## config.mk

```make
export PLATFORM = sky130hd
export DESIGN_NAME = alu_sequencer
export DESIGN_NICKNAME = d
export VERILOG_FILES = /design/src/rtl/alu_pkg.sv /design/src/rtl/alu_op_decoder.sv /design/src/rtl/alu_sequencer.sv
export SDC_FILE = /design/constraint.sdc
export NUM_CORES = 1
export LEC_CHECK = 0
export BUFFER_PORTS_ARGS = -buffer_cell sky130_fd_sc_hd__buf_2
export CAP_MARGIN = 10
export CORE_ASPECT_RATIO = 0.8
export CORE_MARGIN = 5
export CORE_UTILIZATION = 43
export DETAILED_ROUTE_END_ITERATION = 8
export GPL_TIMING_DRIVEN = 0
export PLACE_DENSITY_LB_ADDON = 0.05
export SYNTH_ARGS = -nofsm -noshare
export SYNTH_HDL_FRONTEND = slang
export SYNTH_HIERARCHICAL = 1
export SYNTH_SLANG_ARGS = --single-unit
```

## constraint.sdc

```tcl
create_clock -name clock -period 2.1 [get_ports clock]
set_clock_uncertainty 0.1 [all_clocks]
set_input_delay 0.315 -clock clock [delete_from_list [all_inputs] [get_ports clock]]
set_output_delay 0.315 -clock clock [all_outputs]
set_load 0.05 [all_outputs]
```

## src/rtl/alu_pkg.sv

```systemverilog
// Shared definitions for the ALU sequencer: opcode values, strobe bit
// positions and controller state encoding.
// Ports: none (package).
package alu_pkg;

   // 5-bit opcodes as issued by the control unit
   localparam logic [4:0] OP_ADD  = 5'b00011;
   localparam logic [4:0] OP_SUB  = 5'b00100;
   localparam logic [4:0] OP_SHR  = 5'b00101;
   localparam logic [4:0] OP_SHRA = 5'b00110;
   localparam logic [4:0] OP_SHL  = 5'b00111;
   localparam logic [4:0] OP_ROR  = 5'b01000;
   localparam logic [4:0] OP_ROL  = 5'b01001;
   localparam logic [4:0] OP_AND  = 5'b01010;
   localparam logic [4:0] OP_OR   = 5'b01011;
   localparam logic [4:0] OP_MUL  = 5'b01111;
   localparam logic [4:0] OP_DIV  = 5'b10000;
   localparam logic [4:0] OP_NEG  = 5'b10001;
   localparam logic [4:0] OP_NOT  = 5'b10010;

   // Bit positions inside the one-hot ALU strobe vector
   localparam int ADD_B  = 0;
   localparam int SUB_B  = 1;
   localparam int MUL_B  = 2;
   localparam int DIV_B  = 3;
   localparam int AND_B  = 4;
   localparam int OR_B   = 5;
   localparam int SHR_B  = 6;
   localparam int SHRA_B = 7;
   localparam int SHL_B  = 8;
   localparam int ROR_B  = 9;
   localparam int ROL_B  = 10;
   localparam int NEG_B  = 11;
   localparam int NOT_B  = 12;
   localparam int NUM_OPS = 13;

   typedef enum logic [1:0] {
      ST_IDLE = 2'd0,
      ST_RUN  = 2'd1,
      ST_DONE = 2'd2
   } state_t;

endpackage

```

## src/rtl/alu_op_decoder.sv

```systemverilog
// Purpose: map a 5-bit opcode onto the one-hot ALU strobe vector.
// Latency: purely combinational. Backpressure: none.
// Ports: opcode in; onehot (strobe pattern, all-zero if unknown),
//        is_muldiv (MUL or DIV), legal (opcode is in the table) out.
module alu_op_decoder
   import alu_pkg::*;
(
   input  logic [4:0]         opcode,
   output logic [NUM_OPS-1:0] onehot,
   output logic               is_muldiv,
   output logic               legal
);

   always_comb begin
      onehot = '0;
      case (opcode)
         OP_ADD:  onehot[ADD_B]  = 1'b1;
         OP_SUB:  onehot[SUB_B]  = 1'b1;
         OP_MUL:  onehot[MUL_B]  = 1'b1;
         OP_DIV:  onehot[DIV_B]  = 1'b1;
         OP_AND:  onehot[AND_B]  = 1'b1;
         OP_OR:   onehot[OR_B]   = 1'b1;
         OP_SHR:  onehot[SHR_B]  = 1'b1;
         OP_SHRA: onehot[SHRA_B] = 1'b1;
         OP_SHL:  onehot[SHL_B]  = 1'b1;
         OP_ROR:  onehot[ROR_B]  = 1'b1;
         OP_ROL:  onehot[ROL_B]  = 1'b1;
         OP_NEG:  onehot[NEG_B]  = 1'b1;
         OP_NOT:  onehot[NOT_B]  = 1'b1;
         default: onehot = '0;
      endcase
      // Any decoded strobe means the opcode was recognised
      legal     = |onehot;
      is_muldiv = onehot[MUL_B] | onehot[DIV_B];
   end

endmodule

```

## src/rtl/alu_sequencer.sv

```systemverilog
// Purpose: issue one ALU operation at a time, hold its strobe for a settle
//          window, then capture Chigh/Clow into Z or HI/LO and pulse done.
// Latency: start -> strobe cycles 1..N -> done in cycle N+1; rejected ops done in cycle 1.
// Backpressure: start is ignored while busy; a start during the done cycle is accepted.
// Ports: clock/clear (sync, active-low); start/opcode/ra_val/rb_val request;
//        alu_a/alu_b/alu_op drive the ALU, alu_chigh/alu_clow return from it;
//        busy/done/illegal/div_zero status; z_out/hi_out/lo_out results.
module alu_sequencer
   import alu_pkg::*;
#(
   parameter int SETTLE_CYC = 1,
   parameter int MULDIV_CYC = 3
) (
   input  logic                 clock,
   input  logic                 clear,
   input  logic                 start,
   input  logic [4:0]           opcode,
   input  logic [31:0]          ra_val,
   input  logic [31:0]          rb_val,
   output logic [31:0]          alu_a,
   output logic [31:0]          alu_b,
   output logic [NUM_OPS-1:0]   alu_op,
   input  logic [31:0]          alu_chigh,
   input  logic [31:0]          alu_clow,
   output logic                 busy,
   output logic                 done,
   output logic                 illegal,
   output logic                 div_zero,
   output logic [31:0]          z_out,
   output logic [31:0]          hi_out,
   output logic [31:0]          lo_out
);

   // Counter holds N-1 at most; keep at least one bit when MULDIV_CYC is 1
   localparam int CW = (MULDIV_CYC > 1) ? $clog2(MULDIV_CYC) : 1;
   localparam logic [CW-1:0] SETTLE_LOAD = CW'(SETTLE_CYC - 1);
   localparam logic [CW-1:0] MULDIV_LOAD = CW'(MULDIV_CYC - 1);

   state_t               state;
   logic [CW-1:0]        wait_cnt;
   logic [NUM_OPS-1:0]   dec_onehot;
   logic                 dec_muldiv;
   logic                 dec_legal;
   logic                 dec_div_zero;
   logic                 run_muldiv;

   alu_op_decoder u_dec (
      .opcode    (opcode),
      .onehot    (dec_onehot),
      .is_muldiv (dec_muldiv),
      .legal     (dec_legal)
   );

   // Rejected before the ALU ever sees it, so no strobe is raised for /0
   assign dec_div_zero = dec_onehot[DIV_B] && (rb_val == 32'd0);

   // The held strobe tells us which result registers the capture targets
   assign run_muldiv = alu_op[MUL_B] | alu_op[DIV_B];

   always_ff @(posedge clock) begin
      if (!clear) begin
         state    <= ST_IDLE;
         wait_cnt <= '0;
         alu_a    <= '0;
         alu_b    <= '0;
         alu_op   <= '0;
         busy     <= 1'b0;
         done     <= 1'b0;
         illegal  <= 1'b0;
         div_zero <= 1'b0;
         z_out    <= '0;
         hi_out   <= '0;
         lo_out   <= '0;
      end else begin
         // Status flags are single-cycle pulses unless re-armed below
         done     <= 1'b0;
         illegal  <= 1'b0;
         div_zero <= 1'b0;

         case (state)
            ST_IDLE, ST_DONE: begin
               if (start) begin
                  if (dec_legal && !dec_div_zero) begin
                     alu_a    <= ra_val;
                     alu_b    <= rb_val;
                     alu_op   <= dec_onehot;
                     wait_cnt <= dec_muldiv ? MULDIV_LOAD : SETTLE_LOAD;
                     busy     <= 1'b1;
                     state    <= ST_RUN;
                  end else begin
                     done     <= 1'b1;
                     illegal  <= !dec_legal;
                     div_zero <= dec_div_zero;
                     state    <= ST_DONE;
                  end
               end else begin
                  state <= ST_IDLE;
               end
            end

            ST_RUN: begin
               if (wait_cnt == '0) begin
                  if (run_muldiv) begin
                     hi_out <= alu_chigh;
                     lo_out <= alu_clow;
                  end else begin
                     z_out  <= alu_clow;
                  end
                  alu_op <= '0;
                  busy   <= 1'b0;
                  done   <= 1'b1;
                  state  <= ST_DONE;
               end else begin
                  wait_cnt <= wait_cnt - CW'(1);
               end
            end

            default: state <= ST_IDLE;
         endcase
      end
   end

endmodule

```

Word level (Yosys, flattened, before mapping)
Cells that the tools add are included.
{"block": "word_totals", "elab_cells": 88, "reg_bits": 181, "output_inout_bits": 177}
{"block": "classes", "reduce_logical": 16, "n_eq_ne": 19, "mux": 34, "bitwise": 6, "addsub": 1}
{"operator": "two-way mux 13 bit", "count": 3}
{"operator": "zero test 32 bit", "count": 1}
{"operator": "case mux 13 bit (2 select lines)", "count": 1}
{"operator": "== test 5 x 4 -> 1 bit (second input constant)", "count": 5}
{"operator": "== test 5 x 3 -> 1 bit (second input constant)", "count": 4}
{"operator": "two-way mux 1 bit", "count": 19}
{"operator": "== test 5 bit (second input constant)", "count": 3}
{"operator": "two-way mux 2 bit", "count": 7}
{"operator": "OR reduction 13 bit", "count": 1}
{"operator": "AND reduction 3 bit", "count": 3}
{"operator": "inequality test 2 bit (second input constant)", "count": 4}
{"operator": "case mux 2 bit (2 select lines)", "count": 2}
{"operator": "AND reduction 4 bit", "count": 2}
{"operator": "== test 5 x 2 -> 1 bit (second input constant)", "count": 1}
{"operator": "zero test 2 bit", "count": 2}
{"operator": "NOT 1 bit", "count": 4}
{"operator": "case mux 1 bit (2 select lines)", "count": 2}
{"operator": "OR reduction 4 bit", "count": 1}
{"operator": "== test 2 x 1 -> 1 bit (second input constant)", "count": 1}
{"operator": "== test 2 bit (second input constant)", "count": 1}
{"operator": "logical AND 1 bit", "count": 2}
{"operator": "zero test 1 bit", "count": 2}
{"operator": "OR 1 bit", "count": 2}
{"operator": "nonzero test 2 bit", "count": 1}
{"operator": "2 further kinds", "count": 2}

Depth between registers and ports, before layout
Gate-level depths: netlist (run 1).
{"block": "depth", "depth_word": 8, "depth_mapped": 10, "ltp_nobuf": 8}

Hierarchy
The synthesis (run 1) kept the hierarchy.
{"mod": "alu_sequencer", "n_inst": 1, "area_each_um2": 6944.2, "cells_each": 802, "seq_area_each_um2": 3623.5}
{"mod": "alu_op_decoder", "n_inst": 1, "area_each_um2": 152.6, "cells_each": 29, "seq_area_each_um2": 0.0}

Least setup slack after synthesis (run 1)
No wires, ideal clock.
{"block": "synth_timing", "kind": "in2reg", "startpoint": "input opcode[0]", "endpoint": "register busy", "setup_slack_ps": -59, "setup_time_ps": 115, "t_arrival_ps": 1944, "path_stages": 9, "cell_sequence": "or2_1 nor2_1 nor4b_1 nand4_1 o31ai_2 nor2_1 buf_6 buf_6 o21a_1"}
{"block": "synth_between", "elab_chain_len": 7}
{"element": "from (decl)", "line_no": "alu_sequencer.sv:17", "text": "input logic [4:0] opcode,"}
{"element": "== test 5 bit *", "line_no": "alu_op_decoder.sv:16", "text": "case (opcode)"}
{"element": "two-way mux 1 bit *", "line_no": "alu_op_decoder.sv:16"}
{"element": "via dec_onehot[3]", "line_no": "alu_sequencer.sv:41", "text": "logic [NUM_OPS-1:0] dec_onehot;"}
{"element": "branches (longest 2 deep; another with OR reduction 13 bit)"}
{"element": "logical AND 1 bit *", "line_no": "alu_sequencer.sv:83", "text": "if (dec_legal && !dec_div_zero) begin"}
{"element": "inequality test 2 bit (no line) *"}
{"element": "AND reduction 4 bit (no line) *"}
{"element": "to (signal assigned)", "line_no": "alu_sequencer.sv:67", "text": "busy <= 1'b0;"}
{"element": "to (signal assigned)", "line_no": "alu_sequencer.sv:88", "text": "busy <= 1'b1;"}
{"element": "to (signal assigned)", "line_no": "alu_sequencer.sv:110", "text": "busy <= 1'b0;"}
{"element": "to (decl)", "line_no": "alu_sequencer.sv:25", "text": "output logic busy,"}
Mark *: on every way through the listed nets, which the timed path passes.
A chain may end at the register's enable or synchronous reset.

Worst setup path in the final report (run 1)
Ends and elaborated chain as after synthesis.

==> flow_summary.json, run 1 <==
{
  "power.share.sequential": 0.467,
  "grtUsageTotal": 0.214,
  "finalCriticalPeriod_ps": 1950,
  "period_share": 0.931,
  "place_congestion": 0.804,
  "rows": 42,
  "count_of_antenna_violating_nets_left_after_detailed_routing": 0,
  "detailed_place_hpwl_um": 16300,
  "coreArea_um2": 16400,
  "synth.avg_cell_area_um2": 8.54,
  "netlist_area_pre_place_um2": 7100,
  "yosys.area.top_type_share": 0.511,
  "synth_edf_count": 0,
  "worstPathCellList": "buf_2, or2_4, nor2_2, nor4b_4, nand4_1, o31ai_4, nor2_4, buf_6, buf_6, o21a_1",
  "final_nets": 1300,
  "number_of_antenna_violations_at_the_first_check_in_global_routing": 2,
  "p_clk_frac": 0.403,
  "synth.top_cells.by_count": "342 x sky130_fd_sc_hd__nand2_1, 181 x sky130_fd_sc_hd__dfxtp_1, 99 x sky130_fd_sc_hd__a21boi_0, 78 x sky130_fd_sc_hd__mux2i_1, 40 x sky130_fd_sc_hd__clkbuf_1",
  "setup_ws_ps": 146,
  "post-synth-top-area-cell": "sky130_fd_sc_hd__dfxtp_1",
  "crit_top_cell": "sky130_fd_sc_hd__buf_6",
  "cp.required_ps": 2320,
  "fraction_of_registers_with_async_set_or_reset_after_synthesis": 0,
  "setup.worst_path.class": "primary input to flip-flop",
  "hp-class": "primary input to flip-flop",
  "final_worst_hold_slack_ps": 30.0,
  "cts_inserted_buffers": 17,
  "critical-path-max-stage-delay_ps": 310,
  "io_buffer_count": 311,
  "critPathMaxFanout": 10,
  "cts.sinks": 181,
  "die-height_um": 125,
  "register_area_share_after_synthesis": 0.511,
  "top_level_ports": 313,
  "tightestPinTransition_ps": 577,
  "utilization": 0.585,
  "via_count": 6529,
  "cts.path.max_buffers": 2,
  "synthMostInstantiatedCell": "sky130_fd_sc_hd__nand2_1",
  "outcome": "completed",
  "yosys.cell_types.count": 31,
  "vias_per_cell": 4.67,
  "detail_route.drc_violations": 0,
  "max_clock_freq_mhz": 512,
  "total_switching_power_uw": 2060,
  "fillcell_total": 1625,
  "setup_repair_after_global_routing_missed_its_margin": "no",
  "final-seq-area_um2": 3620,
  "synthesized_instance_count": 831,
  "htree_num_levels": 4,
  "internal_power_uw": 5580,
  "worstSetupStartpointType": "primary input",
  "area_growth_pct": 35.1,
  "ys_warn_count": 6,
  "grt_max_degree": 17,
  "setup.worst_path.end_class": "flip-flop",
  "drt_wl_total_um": 21100,
  "relSlewSlack": 0.616,
  "hold_buffers": 0,
  "count_of_endpoints_failing_setup_in_the_final_report": 0,
  "max-vdd-ir-drop_v": 0.000549,
  "first_pass_grt_wire_length_um": 33400,
  "crit_path_top_delay_cell": "sky130_fd_sc_hd__o31ai_4",
  "cp.depth": 10,
  "place_ws_ps": -569,
  "area_taken_by_multi_input_logic_gates_um2": 3270,
  "start_util": 0.433,
  "avgRoutedWirePerCell_um": 15.1,
  "maxCapViolCount": 0,
  "top_delay_family_on_crit_path": "simple AND/OR/NAND/NOR gates",
  "postSynth.topFlopCell": "sky130_fd_sc_hd__dfxtp_1",
  "die_w_um": 154,
  "cts_root_buffer": "sky130_fd_sc_hd__clkbuf_16",
  "synth.ff_latch_count": 181,
  "clock_tree_from_tritoncts": "built",
  "ratio_of_cells_with_drive_above_1_in_the_final_layout": 0.325,
  "clock_latency_ps": 420,
  "maxSlewViolCount": 0,
  "sw_frac_of_total": 0.270,
  "detail_route.iter0.violations": 205,
  "synth_area_leaders": "sky130_fd_sc_hd__dfxtp_1 51%, sky130_fd_sc_hd__nand2_1 18%, sky130_fd_sc_hd__mux2i_1 11%",
  "hold_violations": 0,
  "grt_overflow": 0,
  "first_pass_iteration_count_of_the_detailed_router": 4,
  "first_global_vias": 6407,
  "whs_path_depth": 3,
  "r2r.worst_path.cells": 7,
  "power.share.combinational": 0.130,
  "data_arrival_at_the_endpoint_of_the_critical_path_ps": 2170,
  "powerDensity_nw_per_um2": 797,
  "clkTransAtPathRegs_ps": 70,
  "total_nets_after_synthesis": 968,
  "die_area_um2": 19200,
  "crit_path_buffers_inverters": 3,
  "leakage_uw": 0.00426
}
## cell families (layout without fill, tap and decap cells)
kind of cell / after synthesis / in the layout / share of synthesized area
buf+inv: 60 / 405 / 0.0374
compound gates: 107 / 107 / 0.112
simple gates: 404 / 404 / 0.228
flops: 181 / 181 / 0.511
mux: 78 / 78 / 0.110
fa+ha+maj: 1 / 1 / 0.00176
other cells: 0 / 1 / 0
## metal layers
metal,share of wire,global-route usage,wire [µm]
met4,0.015,0.0623,314
met5,0.0010,0,22
met3,0.090,0.0771,1910
met1,0.43,0.269,9160
met2,0.46,0.347,9730
## repair_timing
action,in CTS,in global routing
pin swaps,2,2
gates cloned,0,0
buffers inserted,1,1
gates resized for setup,11,10
setup endpoints to repair,151,139
## flip-flops by register name (all words and copies together), names as in the netlist
signal	flops
alu_op	13
z_out	32
hi_out	32
busy	1
alu_a	32
state	2
wait_cnt	2
illegal	1
lo_out	32
done	1
alu_b	32
div_zero	1
## layout by cell type, fill, tap and decap left out, types with 2 or more instances in the layout
cell                           n
sky130_fd_sc_hd__nand2_1     341
sky130_fd_sc_hd__buf_2       325
sky130_fd_sc_hd__dfxtp_1     181
sky130_fd_sc_hd__a21boi_0     99
sky130_fd_sc_hd__mux2i_1      78
sky130_fd_sc_hd__clkbuf_1     35
sky130_fd_sc_hd__clkbuf_16    17
sky130_fd_sc_hd__nand3_1      15
sky130_fd_sc_hd__nor2_1       14
sky130_fd_sc_hd__nor4_1        8
sky130_fd_sc_hd__clkbuf_2      7
sky130_fd_sc_hd__nand2b_1      4
sky130_fd_sc_hd__clkinv_4      4
sky130_fd_sc_hd__inv_1         3
sky130_fd_sc_hd__buf_6         3
sky130_fd_sc_hd__nor2b_1       3
sky130_fd_sc_hd__o22ai_1       3
sky130_fd_sc_hd__clkbuf_8      3
sky130_fd_sc_hd__nor2_2        3
sky130_fd_sc_hd__nand4_1       2
sky130_fd_sc_hd__nor2_4        2
sky130_fd_sc_hd__and2_1        2
sky130_fd_sc_hd__o21ai_0       2
sky130_fd_sc_hd__clkinvlp_4    2
sky130_fd_sc_hd__clkinv_2      2
sky130_fd_sc_hd__buf_4         2
## per-stage QoR
step	area, µm²	std cells	TNS, ps	total power [µW]
floorplan	7100	831	0	4290
global placement	8930	1362	-44700	4630
detailed placement	8930	1362	-49270	4630
CTS	9550	1395	0	7710
global route	9580	1396	0	7940
finish	9590	1397	0	7640
## worst min-delay path: cells and delay by family
| kind | cells | cell delay (ps) |
|---|---|---|
| buf+inv | 1 | 90 |
| mux | 1 | 50 |
| simple gates | 1 | 40 |
## final timing paths
kind	start	endpoint	slack, ps
max	opcode[0]	busy	150
min	ra_val[16]	alu_a[16]	30
max reg2reg	state[0]	hi_out[1]	170
min reg2reg	alu_b[11]	alu_b[11]	360
## power by group through the flow
stage	Clock [µW]	Combinational [µW]	Sequential, µW
2_1_floorplan	0	320	3970
3_3_place_gp	0	983	3650
3_5_place_dp	0	986	3650
4_1_cts	3140	995	3570
5_1_grt	3300	1060	3580
6_report	3080	991	3570
## final cells by class
| cell class | count | share of cell area |
|---|---|---|
| Antenna cell | 1 | 0.000261 |
| Buffer | 57 | 0.0274 |
| Clock buffer | 22 | 0.0495 |
| Clock inverter | 10 | 0.0103 |
| Inverter | 3 | 0.00117 |
| Multi-Input combinational cell | 590 | 0.341 |
| Sequential cell | 181 | 0.378 |
| Tap cell | 220 | 0.0287 |
| Timing Repair Buffer | 313 | 0.164 |
Note: power is estimated with default switching activity, not from simulation.
==> run 2, diff against run 1 <==
Settings changed: MAX_ROUTING_LAYER set to met4.
==> flow_summary.json, run 2 (synthesized netlist as in run 1, its figures left out) <==
{
  "outcome": "completed",
  "setup.worst_path.end_class": "flip-flop",
  "clkTransAtPathRegs_ps": 70,
  "first_pass_iteration_count_of_the_detailed_router": 4,
  "cp.depth": 10,
  "cts.sinks": 181,
  "detail_route.iter0.violations": 244,
  "internal_power_uw": 5580,
  "avgRoutedWirePerCell_um": 15.1,
  "rows": 42,
  "setup.worst_path.class": "primary input to flip-flop",
  "final_nets": 1300,
  "utilization": 0.585,
  "number_of_antenna_violations_at_the_first_check_in_global_routing": 2,
  "power.share.sequential": 0.467,
  "hold_buffers": 0,
  "dpl-instance-area_um2": 8930,
  "detailed_place_hpwl_um": 16300,
  "final-seq-area_um2": 3620,
  "cts_root_buffer": "sky130_fd_sc_hd__clkbuf_16",
  "data_arrival_at_the_endpoint_of_the_critical_path_ps": 2170,
  "finalCriticalPeriod_ps": 1950,
  "first_pass_grt_wire_length_um": 33300,
  "maxCapViolCount": 0,
  "power.share.combinational": 0.130,
  "highest_count_cells_in_the_layout_ignoring_fill_and_taps": "341 x sky130_fd_sc_hd__nand2_1, 325 x sky130_fd_sc_hd__buf_2, 181 x sky130_fd_sc_hd__dfxtp_1",
  "clock_latency_ps": 420,
  "setup_repair_after_global_routing_missed_its_margin": "no",
  "worstPathCellList": "buf_2, or2_4, nor2_2, nor4b_4, nand4_1, o31ai_4, nor2_4, buf_6, buf_6, o21a_1",
  "count_of_antenna_violating_nets_left_after_detailed_routing": 0,
  "grtUsageTotal": 0.220,
  "io_buffer_count": 311,
  "clock_tree_from_tritoncts": "built",
  "crit_top_cell": "sky130_fd_sc_hd__buf_6",
  "max-vdd-ir-drop_v": 0.000550,
  "maxSlewViolCount": 0,
  "period_share": 0.929,
  "top_level_ports": 313,
  "coreArea_um2": 16400,
  "r2r.worst_path.cells": 7,
  "place_congestion": 0.815,
  "vias_per_cell": 4.66,
  "start_util": 0.433,
  "critical-path-max-stage-delay_ps": 300,
  "cp.required_ps": 2320,
  "total_switching_power_uw": 2070,
  "tightestPinTransition_ps": 581,
  "cts_inserted_buffers": 17,
  "hold_violations": 0,
  "first_global_vias": 6420,
  "die_area_um2": 19200,
  "sw_frac_of_total": 0.270,
  "final_design_area_no_fill_um2": 9590,
  "via_count": 6514,
  "area_taken_by_multi_input_logic_gates_um2": 3270,
  "whs_path_depth": 3,
  "max_clock_freq_mhz": 512,
  "critPathMaxFanout": 10,
  "leakage_uw": 0.00426,
  "p_clk_frac": 0.403,
  "grt_overflow": 0,
  "layout_commonest_cell": "sky130_fd_sc_hd__nand2_1",
  "powerDensity_nw_per_um2": 797,
  "htree_num_levels": 4,
  "relSlewSlack": 0.613,
  "ratio_of_cells_with_drive_above_1_in_the_final_layout": 0.325,
  "top_delay_family_on_crit_path": "simple AND/OR/NAND/NOR gates",
  "area_growth_pct": 35.2,
  "drt_wl_total_um": 21100,
  "die_w_um": 154,
  "fillcell_total": 1622,
  "hp-class": "primary input to flip-flop",
  "crit_path_buffers_inverters": 3,
  "count_of_endpoints_failing_setup_in_the_final_report": 0,
  "die-height_um": 125,
  "grt_max_degree": 17,
  "crit_path_top_delay_cell": "sky130_fd_sc_hd__o31ai_4",
  "worstSetupStartpointType": "primary input",
  "cts.path.max_buffers": 2,
  "detail_route.drc_violations": 0
}
run 2: power groups by stage:
stage	sequential [µW]	combinational, µW	clock [µW]
6_report	3570	991	3080
5_1_grt	3580	1060	3300
4_1_cts	3570	995	3140
3_5_place_dp	3650	986	0
3_3_place_gp	3650	983	0
2_1_floorplan	3970	320	0
run 2: per-layer routing:
metal	vias up	global-route usage	wire length, µm
met5	-	-	0
met4	0	0.0623	316
met3	21	0.0670	1640
met2	193	0.348	9740
met1	2925	0.275	9440
li1	3375	-	-
run 2: timing repair:
item | 4_1_cts | 5_1_grt
cloned | 0 | 0
gates resized for setup | 11 | 10
pin swaps | 2 | 2
endpoints found under the setup margin | 151 | 139
setup buffers | 1 | 1
run 2: cell type report:
class / instances / area share
Sequential cell: 181 / 0.378
Multi-Input combinational cell: 590 / 0.341
Timing Repair Buffer: 313 / 0.164
Clock buffer: 22 / 0.0494
Tap cell: 220 / 0.0287
Buffer: 57 / 0.0274
Clock inverter: 10 / 0.0103
Inverter: 3 / 0.00117
Antenna cell: 3 / 0.000783
run 2: worst paths after layout:
path,end,start,slack [ps]
max,busy,opcode[0],150
min,alu_a[16],ra_val[16],30
max reg2reg,hi_out[1],state[0],160
min reg2reg,alu_b[11],alu_b[11],360
run 2: metrics by stage:
stage                     setup TNS, ps  worst slack [ps]  power (µW)  hold slack (ps)  instances
after floorplan                       0              2.69        4290              335        831
after global placement           -44700              -569        4630              339       1362
after detailed placement         -49270              -569        4630              344       1362
after CTS                             0              11.2        7710             10.6       1395
after global routing                  0              11.5        7940             11.9       1398
final                                 0               149        7650             30.3       1399
run 2: worst reg2reg max path: cells and delay by family (launching register included):
family / cells / cell delay (ps)
simple gates: 4 / 870
compound gates: 1 / 90
buf+inv: 2 / 410
flops: 1 / 360
==> run 3, diff against run 2 <==
Settings changed: CORE_UTILIZATION 43 to 47.
Clock period 2.1 ns to 1.8 ns, I/O delays scaled along.
==> flow_summary.json, run 3 (synthesized netlist as in run 1, its figures left out) <==
{
  "via_count": 7094,
  "critPathMaxFanout": 6,
  "cts.sinks": 181,
  "p_clk_frac": 0.378,
  "die_w_um": 147,
  "powerDensity_nw_per_um2": 839,
  "worstSetupStartpointType": "primary input",
  "start_util": 0.476,
  "setup_ws_ps": -0.501,
  "die-height_um": 120,
  "io_buffer_count": 311,
  "count_of_antenna_violating_nets_left_after_detailed_routing": 0,
  "max_clock_freq_mhz": 555,
  "grtUsageTotal": 0.257,
  "grt_overflow": 0,
  "cts_inserted_buffers": 17,
  "first_pass_grt_wire_length_um": 35500,
  "critical-path-max-stage-delay_ps": 290,
  "maxSlewViolCount": 0,
  "final_worst_hold_slack_ps": 2.91,
  "cp.required_ps": 2010,
  "top_delay_family_on_crit_path": "simple AND/OR/NAND/NOR gates",
  "failing_checks": "negative setup slack",
  "grt_max_degree": 17,
  "first_global_vias": 6913,
  "crit_path_top_delay_cell": "sky130_fd_sc_hd__o31ai_4",
  "highest_count_cells_in_the_layout_ignoring_fill_and_taps": "340 x sky130_fd_sc_hd__nand2_1, 316 x sky130_fd_sc_hd__buf_2, 181 x sky130_fd_sc_hd__dfxtp_1",
  "detailed_place_hpwl_um": 15900,
  "outcome": "complete, but fails checks",
  "htree_num_levels": 4,
  "clock_latency_ps": 420,
  "power.share.combinational": 0.153,
  "period_share": 1.00,
  "setup_repair_after_global_routing_missed_its_margin": "yes",
  "layout_commonest_cell": "sky130_fd_sc_hd__nand2_1",
  "area_growth_pct": 49.4,
  "utilization": 0.711,
  "clock_tree_from_tritoncts": "built",
  "hp-class": "primary input to flip-flop",
  "data_arrival_at_the_endpoint_of_the_critical_path_ps": 2010,
  "finalCriticalPeriod_ps": 1800,
  "avgRoutedWirePerCell_um": 15.6,
  "setup.worst_path.class": "primary input to flip-flop",
  "vias_per_cell": 4.86,
  "setup.worst_path.end_class": "flip-flop",
  "place_congestion": 0.851,
  "maxCapViolCount": 0,
  "number_of_antenna_violations_at_the_first_check_in_global_routing": 2,
  "cts.path.max_buffers": 2,
  "power.total_uw": 8890,
  "first_pass_iteration_count_of_the_detailed_router": 4,
  "detail_route.drc_violations": 0,
  "count_of_endpoints_failing_setup_in_the_final_report": 1,
  "die_area_um2": 17700,
  "leakage_uw": 0.00469,
  "max-vdd-ir-drop_v": 0.000604,
  "final_nets": 1395,
  "sw_frac_of_total": 0.270,
  "hold_violations": 0,
  "coreArea_um2": 14900,
  "detail_route.iter0.violations": 416,
  "drt_wl_total_um": 22800,
  "ratio_of_cells_with_drive_above_1_in_the_final_layout": 0.317,
  "crit_path_buffers_inverters": 3,
  "tightestPinTransition_ps": 671,
  "cts_root_buffer": "sky130_fd_sc_hd__clkbuf_16",
  "power.share.sequential": 0.469,
  "rows": 40,
  "internal_power_uw": 6490,
  "top_level_ports": 313,
  "relSlewSlack": 0.553,
  "total_switching_power_uw": 2400,
  "clkTransAtPathRegs_ps": 60,
  "place_ws_ps": -671,
  "worstPathCellList": "buf_8, or2_4, nor2_4, nor4b_4, nand4_1, o31ai_4, nor2_4, buf_8, buf_12, mux2i_4"
}
-- run 3: layout make-up --
class | count | area [µm²]
buffer | 56 | 342
sequential | 181 | 3620
clock buffer | 20 | 467
antenna | 3 | 7.51
clock inverter | 10 | 58.8
timing repair buffer | 408 | 2540
tap | 189 | 236
inverter | 3 | 11.3
fill | 1231 | 4310
multi-input combinational | 591 | 3320
-- run 3: power by group through the flow --
stage	clock (µW)	combinational, µW	sequential (µW)
after floorplan	0	377	4630
after global placement	0	1150	4260
after detailed placement	0	1150	4260
after CTS	3400	1320	4170
after global routing	3550	1450	4180
final	3360	1360	4170
-- run 3: worst min-delay path: cells and delay by family --
family | cells | cell delay (ps)
buffers and inverters | 1 | 110
and+or+nand+nor | 1 | 50
AOI/OAI and AO/OA | 1 | 50
-- run 3: what timing repair did --
| item | 4_1_cts | 5_1_grt |
|---|---|---|
| resized for setup | 29 | 37 |
| hold buffers | 84 | 0 |
| cloned | 0 | 3 |
| pin swaps | 4 | 8 |
| hold endpoints to repair | 87 | 0 |
| endpoints found under the setup margin | 174 | 172 |
| buffers inserted | 5 | 6 |
-- run 3: final timing paths --
| kind | endpoint | cells past startpoint | startpoint | slack (ps) |
|---|---|---|---|---|
| min | z_out[16] | 3 | alu_clow[16] | 3 |
| max reg2reg | hi_out[18] | 8 | wait_cnt[0] | 90 |
| min reg2reg | alu_b[6] | 2 | alu_b[6] | 350 |
| max | alu_a[29] | 10 | opcode[1] | -0.5 |
-- run 3: stage by stage --
| step | instance area [µm²] | setup TNS [ps] | instances |
|---|---|---|---|
| after floorplan | 7110 | -6790 | 831 |
| after CTS | 10400 | 0 | 1449 |
| final | 10600 | -0.501 | 1461 |
| after global placement | 8910 | -80320 | 1331 |
| after global routing | 10600 | -834 | 1460 |
| after detailed placement | 8910 | -85530 | 1331 |
-- run 3: routing by layer --
layer | GRT usage | part of all wire | vias to the layer above
li1 | - | - | 3564
met1 | 0.309 | 0.43 | 3234
met2 | 0.421 | 0.48 | 259
met3 | 0.0702 | 0.070 | 37
met4 | 0.0867 | 0.022 | 0
met5 | - | 0 | -
